**config.mk**
```make
export PLATFORM = sky130hd
export DESIGN_NAME = spi_rdid_slave
export DESIGN_NICKNAME = d
export VERILOG_FILES = /design/src/rtl/spi_rdid_slave.sv
export SDC_FILE = /design/constraint.sdc
export NUM_CORES = 1
export LEC_CHECK = 0
export ABC_AREA = 1
export BUFFER_PORTS_ARGS = -buffer_cell sky130_fd_sc_hd__buf_4
export CAP_MARGIN = 20
export CELL_PAD_IN_SITES_DETAIL_PLACEMENT = 2
export CELL_PAD_IN_SITES_GLOBAL_PLACEMENT = 2
export CORE_UTILIZATION = 37
export DETAILED_ROUTE_END_ITERATION = 10
export HOLD_SLACK_MARGIN = 0.1
export PLACE_DENSITY = 0.85
export SLEW_MARGIN = 20
export SYNTH_ARGS = -nofsm -noshare
export SYNTH_HDL_FRONTEND = slang
export SYNTH_SLANG_ARGS = --single-unit
```
**constraint.sdc**
```tcl
create_clock -name clk -period 2.05 [get_ports clk]
set_input_delay 0 -clock clk [delete_from_list [all_inputs] [get_ports clk]]
set_output_delay 0 -clock clk [all_outputs]
set_load 0.03 [all_outputs]
```
**src/rtl/spi_rdid_slave.sv**
```systemverilog
// SPI mode-0 flash-ID slave: answers opcode RDID_CMD with a repeating {MFG_ID, MEM_TYPE, MEM_CAP}.
// Latency: pin edge to internal event is 2-3 clk (2-flop sync plus edge detect); spi_miso is registered.
// No backpressure: the SPI master owns the timing, and SCK must be at least 8 clk periods.
module spi_rdid_slave #(
   parameter logic [7:0] MFG_ID   = 8'h20,
   parameter logic [7:0] MEM_TYPE = 8'h20,
   parameter logic [7:0] MEM_CAP  = 8'h15,
   parameter logic [7:0] RDID_CMD = 8'h9F
) (
   input  logic       clk,
   input  logic       reset,
   input  logic       spi_clk,
   input  logic       spi_cs_n,
   input  logic       spi_mosi,
   output logic       spi_miso,
   output logic       miso_oe,
   output logic       cmd_valid,
   output logic [7:0] cmd_byte,
   output logic       busy,
   output logic [7:0] rdid_count
);

   typedef enum logic [1:0] {IDLE, CMD, RESP, IGNORE} state_t;

   state_t      state, state_next;

   logic        sck_s1, sck_s2, sck_d;
   logic        cs_s1, cs_s2, cs_d;
   logic        mosi_s1, mosi_s2;

   logic [2:0]  bit_cnt;
   logic [6:0]  cmd_sr;
   logic [23:0] tx_sr;
   logic [4:0]  tx_cnt;

   logic        sck_rise, sck_fall, cs_fall, cs_rise;
   logic [7:0]  opcode;
   logic        is_rdid;
   logic        cmd_done;

   // Synchronise the SPI pins; reset values match an idle bus so no spurious edge appears.
   always_ff @(posedge clk or posedge reset) begin
      if (reset) begin
         sck_s1  <= 1'b0;
         sck_s2  <= 1'b0;
         sck_d   <= 1'b0;
         cs_s1   <= 1'b1;
         cs_s2   <= 1'b1;
         cs_d    <= 1'b1;
         mosi_s1 <= 1'b0;
         mosi_s2 <= 1'b0;
      end else begin
         sck_s1  <= spi_clk;
         sck_s2  <= sck_s1;
         sck_d   <= sck_s2;
         cs_s1   <= spi_cs_n;
         cs_s2   <= cs_s1;
         cs_d    <= cs_s2;
         mosi_s1 <= spi_mosi;
         mosi_s2 <= mosi_s1;
      end
   end

   assign sck_rise = sck_s2 & ~sck_d;
   assign sck_fall = ~sck_s2 & sck_d;
   assign cs_fall  = ~cs_s2 & cs_d;
   assign cs_rise  = cs_s2 & ~cs_d;
   assign opcode   = {cmd_sr, mosi_s2};
   assign is_rdid  = (opcode == RDID_CMD);

   // State register.
   always_ff @(posedge clk or posedge reset) begin
      if (reset) state <= IDLE;
      else       state <= state_next;
   end

   // Next-state decode; a CS release always wins over any SCK edge in the same clk.
   always_comb begin
      state_next = state;
      miso_oe    = 1'b0;
      cmd_done   = 1'b0;
      case (state)
         IDLE: begin
            if (cs_fall) state_next = CMD;
         end
         CMD: begin
            if (cs_rise) begin
               state_next = IDLE;
            end else if (sck_rise && bit_cnt == 3'd0) begin
               cmd_done   = 1'b1;
               state_next = is_rdid ? RESP : IGNORE;
            end
         end
         RESP: begin
            miso_oe = 1'b1;
            if (cs_rise) state_next = IDLE;
         end
         IGNORE: begin
            if (cs_rise) state_next = IDLE;
         end
         default: state_next = IDLE;
      endcase
   end

   // Opcode shifter, response shifter and status outputs.
   always_ff @(posedge clk or posedge reset) begin
      if (reset) begin
         bit_cnt    <= 3'd7;
         cmd_sr     <= 7'd0;
         tx_sr      <= 24'd0;
         tx_cnt     <= 5'd23;
         spi_miso   <= 1'b0;
         cmd_valid  <= 1'b0;
         cmd_byte   <= 8'd0;
         busy       <= 1'b0;
         rdid_count <= 8'd0;
      end else begin
         cmd_valid <= cmd_done;

         if (cs_rise) begin
            busy <= 1'b0;
         end else if (state == IDLE && cs_fall) begin
            busy    <= 1'b1;
            bit_cnt <= 3'd7;
         end

         if (state == CMD && !cs_rise && sck_rise) begin
            cmd_sr  <= opcode[6:0];
            bit_cnt <= bit_cnt - 3'd1;
         end

         if (cmd_done) begin
            cmd_byte <= opcode;
            if (is_rdid) begin
               tx_sr  <= {MFG_ID, MEM_TYPE, MEM_CAP};
               tx_cnt <= 5'd23;
               if (rdid_count != 8'hFF) rdid_count <= rdid_count + 8'd1;
            end
         end

         if (state != RESP || cs_rise) begin
            spi_miso <= 1'b0;
         end else begin
            if (sck_fall) spi_miso <= tx_sr[tx_cnt];
            if (sck_rise) tx_cnt <= (tx_cnt == 5'd0) ? 5'd23 : tx_cnt - 5'd1;
         end
      end
   end

endmodule

```
# Word level (Yosys, flattened, before mapping)
# Index checks and enable logic that the tools add are counted.
[word_totals]
in_bits = 5
register_bits = 45
output_inout_bits = 20
elab_cells = 81
[op_classes]
addsub = 3
n_mux = 24
magnitude_cmp = 1
reduce_logical = 17
n_bitwise = 8
n_eq_ne = 10
[ops]
columns = ["cell", "n"]
rows = [
  ["$mux 5", 5],
  ["$mux 1", 10],
  ["$mux 3", 3],
  ["$add 8x1->8 const B", 1],
  ["$eq 8x8->1 const B", 1],
  ["$mux 2", 4],
  ["$ne 8x8->1 const B", 1],
  ["$lt 5x6->1 const B", 1],
  ["$pmux 2 s3", 1],
  ["$reduce_and 3->1", 2],
  ["$reduce_bool 2->1", 3],
  ["$bmux 1 s5", 1],
  ["$logic_not 5->1", 1],
  ["$sub 5x1->5 const B", 1],
  ["$and 1x1->1", 4],
  ["$eq 2x2->1 const B", 2],
  ["$logic_and 1x1->1", 4],
  ["$ne 2x1->1 const B", 2],
  ["$ne 2x2->1 const B", 2],
  ["$not 1->1", 4],
  ["$reduce_and 2->1", 2],
  ["$logic_not 3->1", 1],
  ["$ne 3x3->1 const B", 1],
  ["$sub 3x1->3 const B", 1],
  ["5 further kinds", 5],
]

# Longest topological paths before layout
# Gate-level depths: netlist (run 1).
[logic_depth]
word_depth = 9
mapped_depth = 10
depth_no_buf = 10

# Least setup slack after synthesis (run 1)
# Ideal clock, no wire load.
[synth_path]
path_type = "reg-to-reg"
from = "register state[0]"
to = "register tx_cnt[3]"
slack_ns = 0.564
arrival_time_ns = 1.363
setup_ns = 0.123
required_ns = 1.927
synth_period_minus_slack_ns = 1.486
stages_incl_launch_ff = 7
path_buffers = 0
path_cell_list = "dfrtp_1 > nor2_1 > nand2_2 > nor2_4 > inv_2 > nand3_1 > o21ai_1"
[synth_via]
elab_chain_cells = 5
elab_cells_between_ends = 7
classes_between = "eq/ne (2); mux (4); reduce/logical (1)"
[synth_lines]
columns = ["item", "line", "source"]
rows = [
  ["start, declared", "25", "state_t state, state_next;"],
  ["start signal, assigned", "74", "else state <= state_next;"],
  ["$eq 2x1->1", "82", "case (state)"],
  ["$mux 1", "82", ""],
  ["$mux 5", "132", "if (cmd_done) begin"],
  ["$mux 5", "145", "if (sck_rise) tx_cnt <= (tx_cnt == 5'd0) ? 5'd23 : tx_cnt - 5'd1;"],
  ["$mux 5 (*)", "141", "if (state != RESP || cs_rise) begin"],
  ["end signal, assigned", "145", ""],
  ["end, declared", "34", "logic [4:0] tx_cnt;"],
]
# Every way passes the cells marked *; elsewhere a longest branch is shown, timed or not.
# A chain may end at the register's enable or synchronous reset.

# Final worst setup path (run 1)
[layout_path]
from = "register bit_cnt[0]"
to = "register, netlist name tx_sr[0]"
[layout_via]
elab_chain_cells = 6
[layout_lines]
columns = ["item", "line", "source"]
rows = [
  ["start, declared", "31", "logic [2:0] bit_cnt;"],
  ["start signal, assigned", "129", "bit_cnt <= bit_cnt - 3'd1;"],
  ["$logic_not 3->1", "89", "end else if (sck_rise && bit_cnt == 3'd0) begin"],
  ["$logic_and 1x1->1", "89", ""],
  ["$mux 1", "89", ""],
  ["$mux 1", "87", "if (cs_rise) begin"],
  ["$mux 1", "82", ""],
  ["$reduce_and 2->1 (no source line)", "--", ""],
]
# Every way passes these cells.

==> impl_metrics.json, run 1 <==
{
  "critPathLaunchType": "register",
  "postCtsSetupBuffers": 0,
  "layout_min_cycle_time_ns": 1.62,
  "ant_nets": 0,
  "outcome": "complete, no violations",
  "met3_usage_pct": 4.19,
  "syn_area_per_cell_um2": 8.65,
  "grt_antenna_before_repair": 0,
  "crit_arrival_ns": 1.81,
  "cts_resized": 0,
  "top_usage_layer": "met2",
  "end_kind": "register",
  "insertion_delay_ns": 0.31,
  "placed_area_mm2": 0.00243,
  "synth.area.top_cells": "dfrtp_1 40%, nand2_1 15%, dfstp_2 12%",
  "postSynthCellCount": 251,
  "path_max_fanout": 18,
  "fin_skew_ns": 0.0171,
  "syn-num-nets": 260,
  "ir_drop_mv": 0.678,
  "die-area_mm2": 0.00618,
  "setup.worst_path.class": "reg -> reg",
  "final_area_mm2": 0.00259,
  "slew_headroom_pct": 62.7,
  "async_flop_share_pct": 100,
  "viasPerCell": 4.88,
  "initial_utilization_pct": 38.9,
  "sw_frac_of_total_pct": 27.4,
  "cts-root-buf": "clkbuf_8",
  "min_path_type": "in -> async",
  "p_leak_nw": 1.38,
  "fin_tns_setup_ns": 0,
  "p_seq_share_pct": 51.6,
  "detail_route.iter0.violations": 51,
  "synth.cell_area_mm2": 0.00217,
  "cts_hold_buffers": 4,
  "rsz0062_at_grt": "false",
  "grt_usage_pct": 20.4,
  "cts_buffer_depth": 2,
  "grt_pass1_vias": 1948,
  "cts_tree": "built",
  "synth_edf_count": 0,
  "cp.required_ns": 2.25,
  "slowest_stage": "dfstp_2",
  "core_area_mm2": 0.00557,
  "ys_warn_count": 0,
  "pin_count": 25,
  "ff2ff_path_depth": 7,
  "final_cell_mix": "85 x nand2_1, 35 x dfrtp_1, 32 x inv_1",
  "hpwl_mm": 3.94,
  "synth-main-ff-cell": "dfrtp_1",
  "clockPowerShare_pct": 37.3,
  "remaining_drc_errors": 0,
  "slew_violations": 0,
  "layout.cells.most_common": "nand2_1",
  "ys_ff_latch": 45,
  "combinationalPowerShare_pct": 11.1,
  "synthDistinctLibCells": 26,
  "antennaDiodeCount": 0,
  "final_hold_viol_count": 0,
  "fin_nets": 295,
  "switchingPower_mw": 0.531,
  "area_delta_synth_final_pct": 19.3,
  "grt.overflow.total": 0,
  "power_density_mw_per_mm2": 748,
  "drive_above_1_share_pct": 24.7,
  "grt_pass1_wl_mm": 9.67,
  "die-height_um": 78.6,
  "maxCapViolCount": 0,
  "cts_buffers": 5,
  "met2_usage_pct": 36.3,
  "via_count": 1751,
  "yosysSeqAreaShare_pct": 52.4,
  "rows": 27,
  "die_w_um": 78.6,
  "finalWirelength_mm": 5.44,
  "firstDrtPassIters": 4,
  "internal_power_mw": 1.41,
  "finalSetupViolCount": 0,
  "htreeDepth": 2,
  "numPortBuffers": 24,
  "netlist.area_leader.share_pct": 40.3,
  "cpPeakStageDelay_ns": 0.56,
  "cts_sinks": 45,
  "synth_top_area_cell": "dfrtp_1",
  "fmax_mhz": 619,
  "grt_max_degree": 27,
  "power_mw": 1.94,
  "multiInputGateArea_um2": 875,
  "clk_pin_slew_ns": 0.10,
  "n_fill_cell": 629,
  "worstMarginPinSlew_ns": 0.559,
  "gp_congestion": 0.709,
  "worstPathCellList": "inv_1 > ha_1 > nand2_1 > nor2_2 > nand2_4 > nor2_8 > or2_1",
  "post-route-period-util_pct": 78.8,
  "wire_per_inst_um": 15.2,
  "layout.area.seq_mm2": 0.00114,
  "met1_usage_pct": 25.1
}
==> Yosys cell counts, types with 2 or more instances <==
library cell,count
nand2_1,85
dfrtp_1,35
inv_1,33
nand3_1,20
nor2_1,12
dfstp_2,10
o21ai_1,9
o21ai_2,7
ha_1,4
nand2_2,4
a21oi_1,3
inv_2,3
nor2_2,3
nor2_4,3
xnor2_1,3
buf_6,2
nand3b_1,2
nand4_1,2
o21ai_0,2
or2_2,2
xor2_1,2
==> layer usage <==
layer	vias to the layer above	wire length, µm
met4	0	38
met5	-	0
met3	4	128
met2	19	2840
li1	844	-
met1	884	2430
==> state kept, by name, indices dropped and copies added (netlist names), 2 cells and up <==
register,flops
bit_cnt,3
cmd_sr,7
tx_cnt,5
cmd_byte,8
rdid_count,8
state,2
==> power groups by stage <==
stage | clock network (mW) | logic [mW] | registers (mW)
5_1_grt | 0.771 | 0.253 | 1.01
2_1_floorplan | 0 | 0.150 | 1.01
3_3_place_gp | 0 | 0.199 | 1.01
4_1_cts | 0.740 | 0.223 | 1.00
3_5_place_dp | 0 | 0.215 | 1.02
6_report | 0.723 | 0.215 | 1.00
==> worst max-delay path, delay by kind of cell (launching register included) <==
kind | cells | cell delay (ns)
adder cells (fa/ha/maj) | 1 | 0.21
AND/OR/NAND/NOR | 5 | 0.67
flip-flops | 1 | 0.56
buffers and inverters | 1 | 0.07
==> metrics by stage <==
step / worst slack [ns] / cells / utilization (%) / hold WS [ns]
after global placement: 0.509 / 347 / 43.7 / 0.0858
after CTS: 0.419 / 359 / 46.5 / 0.325
after detailed placement: 0.451 / 347 / 43.7 / 0.103
final: 0.434 / 359 / 46.5 / 0.308
after floorplan: 0.564 / 251 / - / 0.00448
after global routing: 0.324 / 359 / 46.5 / 0.334
==> worst paths after layout <==
| check | start | slack, ns | end |
|---|---|---|---|
| max | bit_cnt[0]$_DFFE_PP1P_ | 0.43 | tx_sr[0]$_DFFE_PP0P_ |
| min | reset | 0.31 | rdid_count[7]$_DFFE_PP0P_ |
| max reg2reg | bit_cnt[0]$_DFFE_PP1P_ | 0.43 | tx_sr[0]$_DFFE_PP0P_ |
| min reg2reg | mosi_s1$_DFF_PP0_ | 0.36 | mosi_s2$_DFF_PP0_ |
| max in group asynchronous | reset | 1.09 | cs_s1$_DFF_PP1_ |
| min in group clk | spi_mosi | 0.34 | mosi_s1$_DFF_PP0_ |
==> layout make-up <==
type	instances	share of cell area, %
Clock buffer	5	2.66
Clock inverter	3	1.84
Inverter	36	5.22
Multi-Input combinational cell	168	33.8
Sequential cell	45	44.0
Tap cell	72	3.48
Timing Repair Buffer	30	9.08
==> logic make-up after synthesis <==
logic type | after synthesis | synth area share [%]
flops | 45 | 52.4
compound gates | 22 | 6.63
xor+xnor | 5 | 2.02
simple gates | 137 | 29.3
fa+ha+maj | 4 | 2.31
buf+inv | 38 | 7.26
Power figures use the tool's default switching activity.
==> run 2, diff against run 1 <==
--- a/config.mk
+++ b/config.mk
@@ -5,15 +5,15 @@
 export SDC_FILE = /design/constraint.sdc
 export NUM_CORES = 1
 export LEC_CHECK = 0
-export ABC_AREA = 1
+export ABC_AREA = 0
 export BUFFER_PORTS_ARGS = -buffer_cell sky130_fd_sc_hd__buf_4
 export CAP_MARGIN = 20
 export CELL_PAD_IN_SITES_DETAIL_PLACEMENT = 2
 export CELL_PAD_IN_SITES_GLOBAL_PLACEMENT = 2
-export CORE_UTILIZATION = 37
+export CORE_UTILIZATION = 34
 export DETAILED_ROUTE_END_ITERATION = 10
 export HOLD_SLACK_MARGIN = 0.1
-export PLACE_DENSITY = 0.85
+export PLACE_DENSITY = 0.77
 export SLEW_MARGIN = 20
 export SYNTH_ARGS = -nofsm -noshare
 export SYNTH_HDL_FRONTEND = slang
==> constraint.sdc (replaced) <==
create_clock -name clk -period 1.3 [get_ports clk]
set_input_delay 0 -clock clk [delete_from_list [all_inputs] [get_ports clk]]
set_output_delay 0 -clock clk [all_outputs]
set_load 0.03 [all_outputs]
==> impl_metrics.json, run 2 <==
{
  "htreeDepth": 2,
  "fin_tns_setup_ns": -15.23,
  "p_leak_nw": 1.61,
  "path_max_fanout": 9,
  "sw_frac_of_total_pct": 30.3,
  "grt_antenna_before_repair": 0,
  "viasPerCell": 5.29,
  "power_density_mw_per_mm2": 1030,
  "fin_nets": 280,
  "slew_headroom_pct": 77.6,
  "grt_usage_pct": 25.6,
  "rsz0062_at_grt": "true",
  "hpwl_mm": 4.81,
  "met2_usage_pct": 45.9,
  "ys_warn_count": 0,
  "area_delta_synth_final_pct": 59.4,
  "die-height_um": 79.0,
  "synth.cell_area_mm2": 0.00201,
  "cts_sinks": 45,
  "synth_most_common_cell": "dfrtp_1",
  "switchingPower_mw": 1.00,
  "firstDrtPassIters": 4,
  "wire_per_inst_um": 25.5,
  "insertion_delay_ns": 0.31,
  "setup.worst_path.class": "reg -> reg",
  "placed_area_mm2": 0.00271,
  "syn_area_per_cell_um2": 11.7,
  "layout.cells.most_common": "buf_4",
  "top_usage_layer": "met2",
  "gp_congestion": 0.821,
  "critPathLaunchType": "register",
  "fin_skew_ns": 0.00931,
  "slew_violations": 0,
  "numPortBuffers": 24,
  "ir_drop_mv": 0.905,
  "reg_top3": "cmd_byte: 8 flops, rdid_count: 8 flops, cmd_sr: 7 flops",
  "remaining_drc_errors": 0,
  "cts-root-buf": "clkbuf_8",
  "ant_nets": 0,
  "ys_ff_latch": 45,
  "die-area_mm2": 0.00623,
  "crit_arrival_ns": 2.14,
  "p_seq_share_pct": 49.7,
  "netlist.area_leader.share_pct": 43.5,
  "syn-num-nets": 181,
  "hold_slack_ns": 0.285,
  "via_count": 1819,
  "die_w_um": 79.0,
  "initial_utilization_pct": 35.9,
  "synth.area.top_cells": "dfrtp_1 44%, dfstp_2 13%, mux2_2 6.2%",
  "violations": "setup timing",
  "grt_max_degree": 46,
  "grt.overflow.total": 0,
  "synth_edf_count": 0,
  "cts_buffers": 5,
  "layout_min_cycle_time_ns": 1.93,
  "cts_buffer_depth": 2,
  "dpl_worst_slack_ns": -0.658,
  "final_area_mm2": 0.00321,
  "final_core_utilization_pct": 57.2,
  "clk_pin_slew_ns": 0.09,
  "cts_tree": "built",
  "synth-main-ff-cell": "dfrtp_1",
  "detail_route.iter0.violations": 81,
  "worstMarginPinSlew_ns": 0.331,
  "min_path_type": "in -> async",
  "core_area_mm2": 0.00561,
  "final_cell_mix": "77 x buf_4, 34 x dfrtp_1, 25 x nand2_1",
  "outcome": "complete, but fails checks",
  "met3_usage_pct": 5.52,
  "rows": 27,
  "antennaDiodeCount": 0,
  "maxCapViolCount": 0,
  "synthDistinctLibCells": 40,
  "synth_top_area_cell": "dfrtp_1",
  "pin_count": 25,
  "internal_power_mw": 2.31,
  "worst_slack_ns": -0.630,
  "grt_pass1_vias": 2044,
  "postSynthCellCount": 172,
  "cp.required_ns": 1.51,
  "clockPowerShare_pct": 26.5,
  "drive_above_1_share_pct": 57.0,
  "combinationalPowerShare_pct": 23.8,
  "finalSetupViolCount": 38,
  "async_flop_share_pct": 100,
  "finalWirelength_mm": 8.77,
  "end_kind": "register",
  "synth_common_cells": "35 x dfrtp_1, 30 x nand2_1, 11 x mux2_2, 10 x dfstp_2, 10 x inv_1",
  "grt_pass1_wl_mm": 11.4,
  "yosysSeqAreaShare_pct": 56.6,
  "fmax_mhz": 518,
  "met1_usage_pct": 27.8,
  "final_hold_viol_count": 0,
  "post-route-period-util_pct": 148
}
run 2: repair_timing:
| action | 4_1_cts | 5_1_grt |
|---|---|---|
| resized for setup | 31 | 24 |
| setup buffers | 8 | 14 |
| pin swaps | 7 | 8 |
| endpoints found under the hold margin | 48 | 0 |
| hold buffers | 4 | 0 |
| cloned | 0 | 1 |
| setup endpoints to repair | 37 | 38 |
run 2: logic make-up after synthesis:
logic type / Yosys count / synth area share (%)
AND/OR/NAND/NOR: 68 / 20.6
buffers and inverters: 14 / 3.36
XOR/XNOR: 7 / 3.05
AO/OA/AOI/OAI: 23 / 7.77
multiplexers: 11 / 6.15
flip-flops: 45 / 56.6
adder cells (fa/ha/maj): 4 / 2.49
run 2: worst paths after layout:
path,end,slack (ns),startpoint,cells after the start
worst max-delay path,rdid_count[4]$_DFFE_PP0P_,-0.63,bit_cnt[0]$_DFFE_PP1P_,7
worst min-delay path,cmd_valid$_DFF_PP0_,0.29,reset,4
worst max register to register,rdid_count[4]$_DFFE_PP0P_,-0.63,bit_cnt[0]$_DFFE_PP1P_,7
worst min register to register,cs_s2$_DFF_PP1_,0.36,cs_s1$_DFF_PP1_,0
max in group asynchronous,tx_cnt[2]$_DFF_PP1_,0.71,reset,4
min in group clk,sck_s1$_DFF_PP0_,0.35,spi_clk,2
run 2: metrics by stage:
stage,power [mW],std cells
floorplan,1.87,172
global placement,2.14,316
detailed placement,2.23,316
CTS,3.17,333
global route,3.44,344
finish,3.31,344
run 2: final cells by class:
cell class	instances	area, µm²
fill	565	2400
sequential	45	1140
multi-input combinational	113	1060
timing repair buffer	96	805
tap	72	90.1
clock buffer	8	80.1
inverter	10	37.5
run 2: worst max-delay path: stages (launching register included):
cell and delay (ns):
dfstp_2 0.40, inv_2 0.08, ha_4 0.15, nand4bb_4 0.12, or3_4 0.37, buf_6 0.19
nor4_4 0.28, xor2_1 0.23
run 2: power by group through the flow:
stage / combinational (mW) / sequential [mW] / clock (mW)
floorplan: 0.206 / 1.66 / 0
detailed placement: 0.583 / 1.64 / 0
global route: 0.834 / 1.65 / 0.949
global placement: 0.522 / 1.62 / 0
finish: 0.786 / 1.64 / 0.878
CTS: 0.676 / 1.62 / 0.867
run 2: routing by layer:
layer,vias to the layer above,wire (µm)
met5,-,0
met4,0,343
met3,26,282
met2,51,4540
met1,948,3610
li1,794,-
==> run 3, diff against run 2 <==
--- a/config.mk
+++ b/config.mk
@@ -14,6 +14,7 @@
 export DETAILED_ROUTE_END_ITERATION = 10
 export HOLD_SLACK_MARGIN = 0.1
 export PLACE_DENSITY = 0.77
+export SETUP_SLACK_MARGIN = 0.5
 export SLEW_MARGIN = 20
 export SYNTH_ARGS = -nofsm -noshare
 export SYNTH_HDL_FRONTEND = slang
==> impl_metrics.json, run 3 <==
{
  "grt_max_degree": 31,
  "ys_warn_count": 0,
  "initial_utilization_pct": 35.9,
  "ys_ff_latch": 45,
  "netlist.area_leader.share_pct": 43.5,
  "synth_common_cells": "35 x dfrtp_1, 30 x nand2_1, 11 x mux2_2, 10 x dfstp_2, 10 x inv_1",
  "htreeDepth": 2,
  "grt_antenna_before_repair": 0,
  "synth_most_common_cell": "dfrtp_1",
  "worst-ep-kind": "sequential cell input",
  "pin_count": 25,
  "cts_buffer_depth": 2,
  "worstEndpointGrtRepair": "state[0]$_DFFE_PP0P_/D",
  "die-height_um": 79.0,
  "numPortBuffers": 24,
  "synth-main-ff-cell": "dfrtp_1",
  "synth.cell_area_mm2": 0.00201,
  "synth.area.top_cells": "dfrtp_1 44%, dfstp_2 13%, mux2_2 6.2%",
  "cts_buffers": 5,
  "cts_sinks": 45,
  "synth_edf_count": 0,
  "synth_top_area_cell": "dfrtp_1",
  "postSynthCellCount": 172,
  "cts-root-buf": "clkbuf_8",
  "rows": 27,
  "yosysSeqAreaShare_pct": 56.6,
  "dpl_worst_slack_ns": -0.637,
  "synthDistinctLibCells": 40,
  "die_w_um": 79.0,
  "syn-num-nets": 181,
  "gp_congestion": 0.767,
  "stop_stage": "global routing",
  "outcome": "stopped before the end",
  "hpwl_mm": 4.54,
  "syn_area_per_cell_um2": 11.7,
  "stop_error": "[ERROR DPL-0033] detailed placement checks failed during check placement.",
  "async_flop_share_pct": 100
}
## run 3: cell counts after synthesis
Identical to the previous run, type by type.
## run 3: repair_timing
item | 4_1_cts
buffers inserted | 14
gates resized for setup | 64
pin swaps | 11
hold endpoints to repair | 42
setup endpoints to repair | 57
hold buffers | 3
## run 3: metrics by stage
stage | setup TNS [ns] | hold slack, ns | instances | area [µm²]
4_1_cts | -12.11 | -0.315 | 338 | 3220
3_5_place_dp | -12.73 | 0.0257 | 313 | 2710
3_3_place_gp | -9.57 | 0.0104 | 313 | 2710
2_1_floorplan | -7.87 | 0.00448 | 172 | 2090
## run 3: cell families after synthesis
logic type	share of synthesized area, %
flops	56.6
compound gates	7.77
mux	6.15
simple gates	20.6
buf+inv	3.36
fa+ha+maj	2.49
xor+xnor	3.05
==> run 4, diff against run 3 <==
==> config.mk (replaced) <==
export PLATFORM = sky130hd
export DESIGN_NAME = spi_rdid_slave
export DESIGN_NICKNAME = d
export VERILOG_FILES = /design/src/rtl/spi_rdid_slave.sv
export SDC_FILE = /design/constraint.sdc
export NUM_CORES = 1
export LEC_CHECK = 0
export ABC_AREA = 0
export BUFFER_PORTS_ARGS = -buffer_cell sky130_fd_sc_hd__buf_4
export CAP_MARGIN = 20
export CORE_UTILIZATION = 40
export DETAILED_ROUTE_END_ITERATION = 10
export PLACE_DENSITY_LB_ADDON = 0.15
export SLEW_MARGIN = 20
export SYNTH_ARGS = -nofsm -noshare
export SYNTH_HDL_FRONTEND = slang
export SYNTH_SLANG_ARGS = --single-unit
==> constraint.sdc (replaced) <==
create_clock -name clk -period 1.7 [get_ports clk]
set_input_delay 0 -clock clk [delete_from_list [all_inputs] [get_ports clk]]
set_output_delay 0 -clock clk [all_outputs]
set_load 0.03 [all_outputs]
==> impl_metrics.json, run 4 (synthesis gave the netlist of run 2 again) <==
{
  "hold_slack_ns": 0.297,
  "min_path_type": "in -> async",
  "htreeDepth": 2,
  "cp.required_ns": 1.88,
  "initial_utilization_pct": 42.1,
  "fin_tns_setup_ns": -0.488,
  "reg2reg_from": "bit_cnt[1]$_DFFE_PP1P_",
  "slew_headroom_pct": 70.8,
  "viasPerCell": 4.91,
  "grt_max_degree": 46,
  "cts_buffer_depth": 2,
  "final_cell_mix": "50 x buf_4, 35 x dfrtp_1, 30 x nand2_1",
  "path_max_fanout": 6,
  "grt_pass1_wl_mm": 6.50,
  "fmax_mhz": 557,
  "worst_r2r_endpoint": "rdid_count[1]$_DFFE_PP0P_",
  "placed_area_mm2": 0.00249,
  "antennaDiodeCount": 0,
  "firstDrtPassIters": 4,
  "post-route-period-util_pct": 106,
  "ff2ff_path_depth": 7,
  "grt_pass1_vias": 1404,
  "cpPeakStageDelay_ns": 0.39,
  "dpl_worst_slack_ns": -0.151,
  "cts_tree": "built",
  "ir_drop_mv": 0.600,
  "fin_nets": 241,
  "grt.overflow.total": 0,
  "rows": 25,
  "die-area_mm2": 0.00532,
  "grt_usage_pct": 16.1,
  "final_hold_viol_count": 0,
  "wire_per_inst_um": 12.4,
  "worstMarginPinSlew_ns": 0.426,
  "layout_min_cycle_time_ns": 1.79,
  "layout.cells.most_common": "buf_4",
  "cts-root-buf": "clkbuf_8",
  "insertion_delay_ns": 0.29,
  "final_cell_count_no_fill": 300,
  "crit_arrival_ns": 1.98,
  "rsz0062_at_grt": "true",
  "hpwl_mm": 2.63,
  "maxCapViolCount": 0,
  "die-height_um": 72.9,
  "die_w_um": 72.9,
  "drive_above_1_share_pct": 40.3,
  "end_kind": "register",
  "finalSetupViolCount": 9,
  "p_leak_nw": 1.34,
  "slowest_stage": "or3_4",
  "numPortBuffers": 24,
  "ff2ff_setup_slack_ns": -0.09,
  "cts_buffers": 5,
  "outcome": "complete, but fails checks",
  "core_area_mm2": 0.00479,
  "clk_pin_slew_ns": 0.08,
  "path_buf_inv": 2,
  "gp_congestion": 0.772,
  "ant_nets": 0,
  "placed_cells": 284,
  "final_area_mm2": 0.00267,
  "finalWirelength_mm": 3.73,
  "slew_violations": 0,
  "reg_top3": "cmd_byte: 8 flops, rdid_count: 8 flops, cmd_sr: 7 flops",
  "cp_top_family": "simple AND/OR/NAND/NOR gates",
  "setup.worst_path.class": "reg -> reg",
  "detail_route.iter0.violations": 25,
  "path_depth": 7,
  "grt_antenna_before_repair": 0,
  "final_core_utilization_pct": 55.8,
  "violations": "setup timing",
  "fin_skew_ns": 0.00612,
  "worst_slack_ns": -0.0948,
  "crit_path_end": "rdid_count[1]$_DFFE_PP0P_",
  "pin_count": 25,
  "remaining_drc_errors": 0,
  "critPathLaunchType": "register",
  "power_mw": 2.15,
  "worstPathCellList": "inv_2 > ha_4 > nand4bb_1 > or3_4 > buf_12 > nor3_4 > mux2_4",
  "critPathLaunch": "bit_cnt[1]$_DFFE_PP1P_",
  "area_delta_synth_final_pct": 32.8,
  "via_count": 1472,
  "power_density_mw_per_mm2": 806,
  "cts_sinks": 45
}
run 4: layout make-up:
class,count,area [µm²]
fillers,420,2110
flip-flops and latches,45,1140
multi-input cells,113,850
repair buffers,57,480
well taps,67,83.8
clock buffers,6,72.6
inverters,10,37.5
clock inverters,2,10.0
run 4: tightest hold or removal path, stage by stage:
cell	delay (ns)
dlygate4sd3_1	0.54
buf_4	0.13
clkinv_1	0.06
buf_12	0.24
run 4: worst min-delay path by stage:
| stage | slack, ns | from | end | cells after the start |
|---|---|---|---|---|
| after detailed placement | 0.07 | reset | tx_cnt[3]$_DFF_PP0_ | 3 |
| after CTS | 0.31 | reset | tx_cnt[3]$_DFF_PP0_ | 4 |
| final | 0.30 | reset | tx_cnt[3]$_DFF_PP0_ | 4 |
| after global routing | 0.33 | reset | tx_cnt[3]$_DFF_PP0_ | 4 |
| after floorplan | 0.004 | spi_cs_n | cs_s1$_DFF_PP1_ | 0 |
| after global placement | 0.06 | reset | tx_cnt[3]$_DFF_PP0_ | 3 |
run 4: repair_timing:
item / CTS / global route
resized for setup: 1 / 1
hold endpoints to repair: 48 / 0
setup endpoints to repair: 16 / 17
hold buffers: 4 / 0
cloned: 0 / 1
pin swaps: 2 / 3
setup buffers: 0 / 3
run 4: metal layers:
metal | global-route usage [%] | vias to the layer above | part of all wire, %
met3 | 3.87 | 6 | 3.9
met2 | 26.4 | 29 | 50
met1 | 20.8 | 714 | 45
li1 | - | 723 | -
met4 | 5.88 | 0 | 1.4
met5 | 0 | - | 0
run 4: power by group:
group | leakage (nW) | internal [mW] | switching, mW
Sequential | 0.574 | 1.18 | 0.0720
Clock | 0.0450 | 0.285 | 0.329
Combinational | 0.725 | 0.148 | 0.144
